File: src/rtl/apb_timer_pkg.sv
// apb_timer_pkg: register offsets, CTRL/STATUS bit positions and timer FSM
// state encoding shared by the APB timer slave and its prescaler.
package apb_timer_pkg;

  // Word offsets decoded from PADDR[4:2]
  localparam logic [2:0] ADDR_CTRL   = 3'd0;
  localparam logic [2:0] ADDR_LOAD   = 3'd1;
  localparam logic [2:0] ADDR_VALUE  = 3'd2;
  localparam logic [2:0] ADDR_PRESC  = 3'd3;
  localparam logic [2:0] ADDR_STATUS = 3'd4;

  // CTRL register bit positions
  localparam int CTRL_EN_BIT      = 0;
  localparam int CTRL_IRQ_EN_BIT  = 1;
  localparam int CTRL_ONESHOT_BIT = 2;

  // STATUS register bit positions
  localparam int STATUS_PEND_BIT = 0;

  // Timer run state
  typedef enum logic {
    ST_STOP = 1'b0,
    ST_RUN  = 1'b1
  } timer_state_e;

endpackage

File: src/rtl/apb_timer_prescaler.sv
// apb_timer_prescaler: divides the clock by (presc+1) while running.
// The count is held at zero when stopped and restarts from zero on clear.
// A clear on the same cycle as a would-be tick suppresses that tick.
module apb_timer_prescaler #(
  parameter int PRESC_W = 8
) (
  input  logic               clk,
  input  logic               rst_n,
  input  logic               run,
  input  logic               clear,
  input  logic [PRESC_W-1:0] presc,
  output logic               tick
);

  logic [PRESC_W-1:0] pc_q;
  logic [PRESC_W-1:0] pc_d;

  // Next count and tick: wrap to zero and pulse tick when the count reaches presc
  always_comb begin
    tick = 1'b0;
    pc_d = pc_q;
    if (!run || clear) begin
      pc_d = '0;
    end else if (pc_q == presc) begin
      tick = 1'b1;
      pc_d = '0;
    end else begin
      pc_d = pc_q + 1'b1;
    end
  end

  // Prescaler count register
  always_ff @(posedge clk or negedge rst_n) begin
    if (!rst_n) begin
      pc_q <= '0;
    end else begin
      pc_q <= pc_d;
    end
  end

endmodule

File: src/rtl/apb_timer_slave.sv
// apb_timer_slave: APB2 responder with a 32-bit down-counting timer,
// prescaler, reload value and level interrupt.
// Optional feature macro: APB_TIMER_ONESHOT_EN enables CTRL[2] (one-shot
// mode). Without it the ONESHOT bit is never set, reads 0, and the timer
// is always periodic.
module apb_timer_slave
  import apb_timer_pkg::*;
#(
  parameter int PRESC_W = 8
) (
  input  logic        HCLK,
  input  logic        HRESETn,
  input  logic        PSEL,
  input  logic        PENABLE,
  input  logic        PWRITE,
  input  logic [31:0] PADDR,
  input  logic [31:0] PWDATA,
  output logic [31:0] PRDATA,
  output logic        TIMER_IRQ
);

`ifdef APB_TIMER_ONESHOT_EN
  localparam logic ONESHOT_IMPL = 1'b1;
`else
  localparam logic ONESHOT_IMPL = 1'b0;
`endif

  timer_state_e       state_q, state_d;
  logic               ctrl_en_q, ctrl_en_d;
  logic               ctrl_irq_en_q, ctrl_irq_en_d;
  logic               ctrl_oneshot_q, ctrl_oneshot_d;
  logic [31:0]        load_q, load_d;
  logic [31:0]        value_q, value_d;
  logic [PRESC_W-1:0] presc_q, presc_d;
  logic               pend_q, pend_d;
  logic [31:0]        prdata_q, prdata_d;
  logic               irq_q, irq_d;

  logic [2:0]  reg_addr;
  logic        wr_commit, rd_setup;
  logic        wr_ctrl, wr_load, wr_presc, wr_status;
  logic        tick, tick_eff, expiry, oneshot_expiry;
  logic [31:0] rdata;
  logic        unused_addr_bits;

  assign reg_addr  = PADDR[4:2];
  assign wr_commit = PSEL & PENABLE & PWRITE;
  assign rd_setup  = PSEL & ~PENABLE & ~PWRITE;
  assign wr_ctrl   = wr_commit & (reg_addr == ADDR_CTRL);
  assign wr_load   = wr_commit & (reg_addr == ADDR_LOAD);
  assign wr_presc  = wr_commit & (reg_addr == ADDR_PRESC);
  assign wr_status = wr_commit & (reg_addr == ADDR_STATUS);

  assign unused_addr_bits = ^{PADDR[31:5], PADDR[1:0]};

  // A stopping CTRL write or a LOAD write on the tick edge swallows the tick
  assign tick_eff       = tick & ~(wr_ctrl & ~PWDATA[CTRL_EN_BIT]) & ~wr_load;
  assign expiry         = tick_eff & (value_q == 32'd0);
  assign oneshot_expiry = expiry & ctrl_oneshot_q;
  assign irq_d          = pend_q & ctrl_irq_en_q;

  apb_timer_prescaler #(
    .PRESC_W (PRESC_W)
  ) u_prescaler (
    .clk   (HCLK),
    .rst_n (HRESETn),
    .run   (state_q == ST_RUN),
    .clear (wr_load | wr_presc),
    .presc (presc_q),
    .tick  (tick)
  );

  // Timer FSM next state: CTRL writes start/stop, a one-shot expiry stops
  always_comb begin
    state_d = state_q;
    case (state_q)
      ST_STOP: begin
        if (wr_ctrl && PWDATA[CTRL_EN_BIT]) state_d = ST_RUN;
      end
      ST_RUN: begin
        if (wr_ctrl) begin
          if (!PWDATA[CTRL_EN_BIT]) state_d = ST_STOP;
        end else if (oneshot_expiry) begin
          state_d = ST_STOP;
        end
      end
      default: state_d = ST_STOP;
    endcase
  end

  // Register writes, counter update and pending flag; later assignments win
  always_comb begin
    ctrl_en_d      = ctrl_en_q;
    ctrl_irq_en_d  = ctrl_irq_en_q;
    ctrl_oneshot_d = ctrl_oneshot_q;
    load_d         = load_q;
    value_d        = value_q;
    presc_d        = presc_q;
    pend_d         = pend_q;

    if (tick_eff) begin
      if (value_q != 32'd0) begin
        value_d = value_q - 32'd1;
      end else if (!ctrl_oneshot_q) begin
        value_d = load_q;
      end
    end

    if (wr_load) begin
      load_d  = PWDATA;
      value_d = PWDATA;
    end

    if (wr_presc) presc_d = PWDATA[PRESC_W-1:0];

    if (wr_ctrl) begin
      ctrl_en_d      = PWDATA[CTRL_EN_BIT];
      ctrl_irq_en_d  = PWDATA[CTRL_IRQ_EN_BIT];
      ctrl_oneshot_d = ONESHOT_IMPL & PWDATA[CTRL_ONESHOT_BIT];
    end else if (oneshot_expiry) begin
      ctrl_en_d = 1'b0;
    end

    if (wr_status && PWDATA[STATUS_PEND_BIT]) pend_d = 1'b0;
    if (expiry) pend_d = 1'b1;
  end

  // Read data: captured at the end of a read setup phase, zero otherwise
  always_comb begin
    rdata = '0;
    case (reg_addr)
      ADDR_CTRL: begin
        rdata[CTRL_EN_BIT]      = ctrl_en_q;
        rdata[CTRL_IRQ_EN_BIT]  = ctrl_irq_en_q;
        rdata[CTRL_ONESHOT_BIT] = ctrl_oneshot_q;
      end
      ADDR_LOAD:   rdata = load_q;
      ADDR_VALUE:  rdata = value_q;
      ADDR_PRESC:  rdata = {{(32 - PRESC_W){1'b0}}, presc_q};
      ADDR_STATUS: rdata[STATUS_PEND_BIT] = pend_q;
      default:     rdata = '0;
    endcase
    prdata_d = rd_setup ? rdata : 32'd0;
  end

  // All state registers, cleared asynchronously by HRESETn
  always_ff @(posedge HCLK or negedge HRESETn) begin
    if (!HRESETn) begin
      state_q        <= ST_STOP;
      ctrl_en_q      <= 1'b0;
      ctrl_irq_en_q  <= 1'b0;
      ctrl_oneshot_q <= 1'b0;
      load_q         <= '0;
      value_q        <= '0;
      presc_q        <= '0;
      pend_q         <= 1'b0;
      prdata_q       <= '0;
      irq_q          <= 1'b0;
    end else begin
      state_q        <= state_d;
      ctrl_en_q      <= ctrl_en_d;
      ctrl_irq_en_q  <= ctrl_irq_en_d;
      ctrl_oneshot_q <= ctrl_oneshot_d;
      load_q         <= load_d;
      value_q        <= value_d;
      presc_q        <= presc_d;
      pend_q         <= pend_d;
      prdata_q       <= prdata_d;
      irq_q          <= irq_d;
    end
  end

  assign PRDATA    = prdata_q;
  assign TIMER_IRQ = irq_q;

endmodule
File: config.mk
export PLATFORM = sky130hd
export DESIGN_NAME = apb_timer_slave
export DESIGN_NICKNAME = d
export VERILOG_FILES = /design/src/rtl/apb_timer_pkg.sv /design/src/rtl/apb_timer_prescaler.sv /design/src/rtl/apb_timer_slave.sv
export SDC_FILE = /design/constraint.sdc
export NUM_CORES = 1
export LEC_CHECK = 0
export CAP_MARGIN = 20
export CORE_MARGIN = 2
export CORE_UTILIZATION = 41
export DETAILED_ROUTE_END_ITERATION = 8
export GPL_TIMING_DRIVEN = 0
export PLACE_DENSITY = 0.67
export SLEW_MARGIN = 10
export SYNTH_ARGS = -nofsm -noshare
export SYNTH_HDL_FRONTEND = slang
export SYNTH_SLANG_ARGS = --single-unit
File: constraint.sdc
create_clock -name HCLK -period 4.3 [get_ports HCLK]
set_input_delay 0.43 -clock HCLK [delete_from_list [all_inputs] [get_ports HCLK]]
set_output_delay 0.43 -clock HCLK [all_outputs]
set_load 0.005 [all_outputs]
## Yosys cells after proc, flatten, opt, wreduce, memory -nomap -nowiden

Index checks and enable logic that the tools add are counted.
W data, S select, Z words.

- Latch bits: 0
- Memory bits (read-only): 0
- Memories: 0
- Bits of input ports: 69
- Flip-flop bits (word level): 117
- Output and inout bits: 33
- Word-level logic and storage cells: 64
- Bits in writable memories: 0

- Shift operators: 0
- Eq/ne operators: 5
- Muxes and demuxes: 18
- Divide/modulo/power cells: 0
- Reduce and logical (&&, ||, !) cells: 9
- $add $sub $neg: 2
- $lt $le $gt $ge: 0
- Bitwise gates (word level): 20
- Multiply operators: 0

Operator list:

| operator | count |
|---|---|
| $mux W32 | 4 |
| $pmux W29 S3 | 1 |
| $logic_not A32 Y1 | 1 |
| $reduce_bool A32 Y1 | 1 |
| $sub A32 B1 Y32 const B | 1 |
| $mux W8 | 2 |
| $and A1 B1 Y1 | 13 |
| $add A8 B1 Y8 const B | 1 |
| $eq A8 B8 Y1 | 1 |
| $mux W1 | 8 |
| $pmux W2 S4 | 1 |
| $eq A3 B2 Y1 const B | 2 |
| $not A1 Y1 | 6 |
| $pmux W1 S5 | 1 |
| $reduce_bool A2 Y1 | 2 |
| $eq A3 B1 Y1 const B | 1 |
| $eq A3 B3 Y1 const B | 1 |
| $logic_not A3 Y1 | 1 |
| $logic_and A1 B1 Y1 | 2 |
| $pmux W1 S2 | 1 |
| $logic_not A1 Y1 | 1 |
| $logic_or A1 B1 Y1 | 1 |
| $or A1 B1 Y1 | 1 |

## Longest topological paths before layout

- Depth in word-level cells: 10
- Gate-level depth with buffers: 10
- Gate-level depth less buffers: 8

## By module

Synthesis repeated with hierarchy kept, for this count alone.

- Cell total of the unflattened synthesis: 624
- Area, all modules: 6050.8 um^2

By module, submodules not included:

| module | seq. area each (um^2) | times used | area an instance (um^2) | cells each |
|---|---|---|---|---|
| apb_timer_slave | 2702.6 | 1 | 5530.3 | 577 |
| apb_timer_prescaler | 200.2 | 1 | 520.5 | 47 |

## Least setup slack after synthesis

OpenSTA, ideal clock, no wires.

- Path type: register to register
- Start point: register value_q[15]
- End point: register value_q[24]
- Arrival: 2.151 ns
- Data required time: 4.169 ns
- Cell stages (with the launch flop): 8
- Slack: 2.018 ns
- Library setup time: 0.131 ns
- Clock period less this slack: 2.282 ns
- Path buffers: 1
- Cell sequence: dfrtp_1 > nor4_4 > nand3_4 > or4_4 > buf_6 > mux2_4 > mux2i_1 > o211ai_1

- Cells in the longest elaborated chain, start to end: 4
- Elaborated cells on any way between the ends: 5
- Classes of those cells: add/sub: 1; mux: 3; reduce/logical: 1

RTL lines:

| item | line | RTL |
|---|---|---|
| start: declaration | apb_timer_slave.sv:33 | `logic [31:0] value_q, value_d;` |
| start signal: assignment | apb_timer_slave.sv:165 | `value_q <= value_d;` |
| $sub A32 B1 Y32 / $reduce_bool A32 Y1 (equally long branches) | apb_timer_slave.sv:103, apb_timer_slave.sv:102 |  |
| $mux W32 (*) | apb_timer_slave.sv:102 | `if (value_q != 32'd0) begin` |
| $mux W32 (*) | apb_timer_slave.sv:101 | `if (tick_eff) begin` |
| $mux W32 (*) | apb_timer_slave.sv:109 | `if (wr_load) begin` |

Every way passes the cells marked *; elsewhere a longest branch is shown, timed or not. The select of a mux whose other input is x is not followed.
A chain may end at the register's enable or synchronous reset.

## Final worst setup path

- Start point: input port PADDR[4]
- End point: register value_q[9]

- Cells in the longest elaborated chain, start to end: 8
- Elaborated cells on any way between the ends: 16
- Classes of those cells: eq/ne: 2; mux: 2; bitwise: 9; reduce/logical: 3

RTL lines:

| item | line | RTL |
|---|---|---|
| start: declaration | apb_timer_slave.sv:16 | `input logic [31:0] PADDR,` |
| $eq A3 B1 Y1 / $eq A3 B2 Y1 (equally long branches) | apb_timer_slave.sv:50, apb_timer_slave.sv:51 |  |
| $and A1 B1 Y1 (on tied branches) | apb_timer_slave.sv:50, apb_timer_slave.sv:51 |  |
| $or A1 B1 Y1 | apb_timer_slave.sv:68 | `.clear (wr_load \| wr_presc),` |
| $logic_or A1 B1 Y1 | apb_timer_prescaler.sv:22 | `if (!run \|\| clear) begin` |
| $mux W1 | apb_timer_prescaler.sv:22 |  |
| $and A1 B1 Y1 (2 in series) | apb_timer_slave.sv:57 | `assign tick_eff = tick & ~(wr_ctrl & ~PWDATA[CTRL_EN_BIT]) & ~wr_load;` |
| $reduce_bool A2 Y1 (no source line) | - |  |

Several ways; a longest one is shown, not always the timed one.

==> results_dict.tcl <==
set metrics [dict create \
    status "complete, no violations" \
    min_period_ns 3.04 \
    irDropWorstVdd_v 0.000323 \
    hold_ws_ns 0.482 \
    syn2layout_area_growth_pct 26.3 \
    final_cell_mix "135 x nand2_1, 116 x dfrtp_1, 69 x clkdlybuf4s50_1, 66 x nor2_1, 30 x a22oi_1" \
    ys_types 58 \
    crit_type "in2reg" \
    clock_sinks 116 \
    seq_area_frac_synth_pct 49.6 \
    cp.required_ns 4.60 \
    grt_max_degree 75 \
    wl_um 17400 \
    die-area_um2 15300 \
    die_y_um 123 \
    drcViolationCount 0 \
    ys_ff_latch 116 \
    cap_violations 0 \
    design_area_um2 7390 \
    overflow 0 \
    first_pass_iters 6 \
    std_cell_rows 43 \
    grt_first_pass_wirelength_um 27800 \
    wl_per_cell_um 19.2 \
    grt_usage_pct 24.5 \
    first_global_vias 5285 \
    coreArea_um2 13900 \
    wl_met1_um 7380 \
    port_buffers 70 \
    dr_wl_met3_um 1340 \
    async_flop_share_pct 100 \
    layout_commonest_cell "nand2_1" \
    r2r-end "value_q[31]" \
    synth_top_area_cell "dfrtp_1" \
    cts_tree "done" \
    hp-class "in2async" \
    reg2reg_setup_slack_ns 1.35 \
    routed.top_layer "met4" \
    synth_cells 627 \
    synth_warnings 0 \
    rsz0062_at_grt "no" \
    synth_ff_type "dfrtp_1" \
    syn_nets 699 \
    cts_hold_buffers 1 \
    crit_path_top_delay_cell "nor2_1" \
    relSlewSlack_pct 30.8 \
    finalMaxSlewViolations 0 \
    antenna_found_initial 0 \
    rr_startpoint "u_prescaler.pc_q[2]" \
    cp_cell_sequence "clkdlybuf4s50_1 > and4b_1 > o21ai_0 > and4_1 > clkbuf_1 > nor2_1 > buf_2 > nand2_1 > o311ai_0" \
    setup.worst_path.start_class "input pin" \
    h-tree-depth 4 \
    final_net_count 791 \
    min_period_over_period_pct 70.8 \
    synth_top_area_share_pct 49.6 \
    clockBufferDepth 2 \
    hold_violations 0 \
    dr_wl_met2_um 8160 \
    diodes 0 \
    endpoint_kind "flop" \
    root_buffer "clkbuf_16" \
    cts_buffers 17 \
    start_util_pct 42.0 \
    avgViaCountPerCell 5.80 \
    worstPathArrival_ns 3.34 \
    worstMarginPinSlew_ns 1.03 \
    skew_ns 0.00609 \
    synth_top_cells_by_area "dfrtp_1 50%, nand2_1 8.7%, nor2_1 4.2%" \
    synth_edf_count 0 \
    vias 5282 \
    r2r_cells 7 \
    cts_resized 0 \
    hpwl_um 11800 \
    finalSetupViolCount 0 \
    fmax_mhz 329 \
    clkSlewWorstSetupHoldPaths_ns 0.05 \
    powerDensity_nw_per_um2 500 \
    postCtsSetupBuffers 0 \
    ios 102 \
    die_w_um 123 \
    syn_avg_cell_area_um2 9.34 \
    layout-drive-gt1-share_pct 10.8 \
    ant_nets 0 \
    drt_iter0_drc 625 \
    slowest_delay_ns 0.83 \
    synth_area_um2 5850 \
    placed_cell_area_um2 6810 \
    power_leakage_nw 3.27 \
    crit_fanout 10 \
    clkLatencyLatePin_ns 0.42 \
    gp_congestion 0.919 \
]
[flip-flops by register name, indices dropped and copies added, names as in the netlist]
signal	cells
PRDATA	32
TIMER_IRQ	1
ctrl_en_q	1
ctrl_irq_en_q	1
load_q	32
pend_q	1
presc_q	8
u_prescaler.pc_q	8
value_q	32
[cell families (layout without fill, tap and decap cells)]
| kind of cell | count (synthesis) | count (layout) | synth area share (%) |
|---|---|---|---|
| AO/OA/AOI/OAI | 117 | 117 | 13.8 |
| buffers and inverters | 44 | 148 | 3.63 |
| multiplexers | 23 | 23 | 4.57 |
| AND/OR/NAND/NOR | 299 | 299 | 24.1 |
| flip-flops | 116 | 116 | 49.6 |
| XOR/XNOR | 25 | 25 | 3.74 |
| adder cells (fa/ha/maj) | 3 | 3 | 0.641 |
[layer usage]
metal / vias up / track usage, %
met1: 2572 / 32.7
li1: 2403 / -
met3: 47 / 4.98
met2: 260 / 37.6
met4: 0 / 12.8
met5: - / 0
[critical path: cells and delay by family]
| family | cells | cell delay [ns] |
|---|---|---|
| compound gates | 2 | 0.26 |
| buf+inv | 3 | 1.14 |
| simple gates | 4 | 1.51 |
[power breakdown]
part           switching [W]  total [W]  internal, W  leakage (nW)
sequential          0.000238    0.00150      0.00127          1.54
clock               0.000494    0.00136     0.000869         0.281
combinational       0.000450   0.000830     0.000380          1.44
[Yosys cell counts (9+ instances only)]
cell,number
nand3_1,29
o21ai_0,18
a22oi_1,30
nand2_1,135
a21oi_1,19
mux2_2,16
o211ai_1,15
clkbuf_1,20
nor2_1,66
dfrtp_1,116
nor3_1,10
xor2_1,17
a31oi_1,9
[metrics by stage]
stage / setup slack [ns] / utilization, % / TNS [ns] / total power, W / cells
after global placement: -1.67 / 48.7 / -193.01 / 0.00229 / 877
after detailed placement: 0.970 / 48.9 / 0 / 0.00233 / 878
after CTS: 1.22 / 53.0 / 0 / 0.00370 / 910
after global routing: 1.19 / 53.1 / 0 / 0.00388 / 911
after floorplan: 2.02 / - / 0 / 0.00206 / 627
final: 1.26 / 53.1 / 0 / 0.00370 / 911
[layout make-up]
| type | count | area (um2) |
|---|---|---|
| Fill cell | 1223 | 6540 |
| Sequential cell | 116 | 2900 |
| Multi-Input combinational cell | 467 | 2740 |
| Timing Repair Buffer | 73 | 747 |
| Clock buffer | 20 | 457 |
| Tap cell | 180 | 225 |
| Buffer | 37 | 186 |
| Clock inverter | 11 | 110 |
| Inverter | 7 | 26.3 |
[worst max path at each step]
stage | startpoint | end | slack, ns | depth (start not counted)
finish | PADDR[4] | value_q[9] | 1.26 | 9
global route | PADDR[4] | value_q[9] | 1.19 | 9
CTS | value_q[11] | value_q[25] | 1.22 | 8
detailed placement | PADDR[4] | value_q[9] | 0.97 | 9
global placement | HRESETn | PRDATA[18] | -1.67 | 1
floorplan | value_q[15] | value_q[24] | 2.02 | 7
No activity file was read; power rests on OpenSTA's default activity.
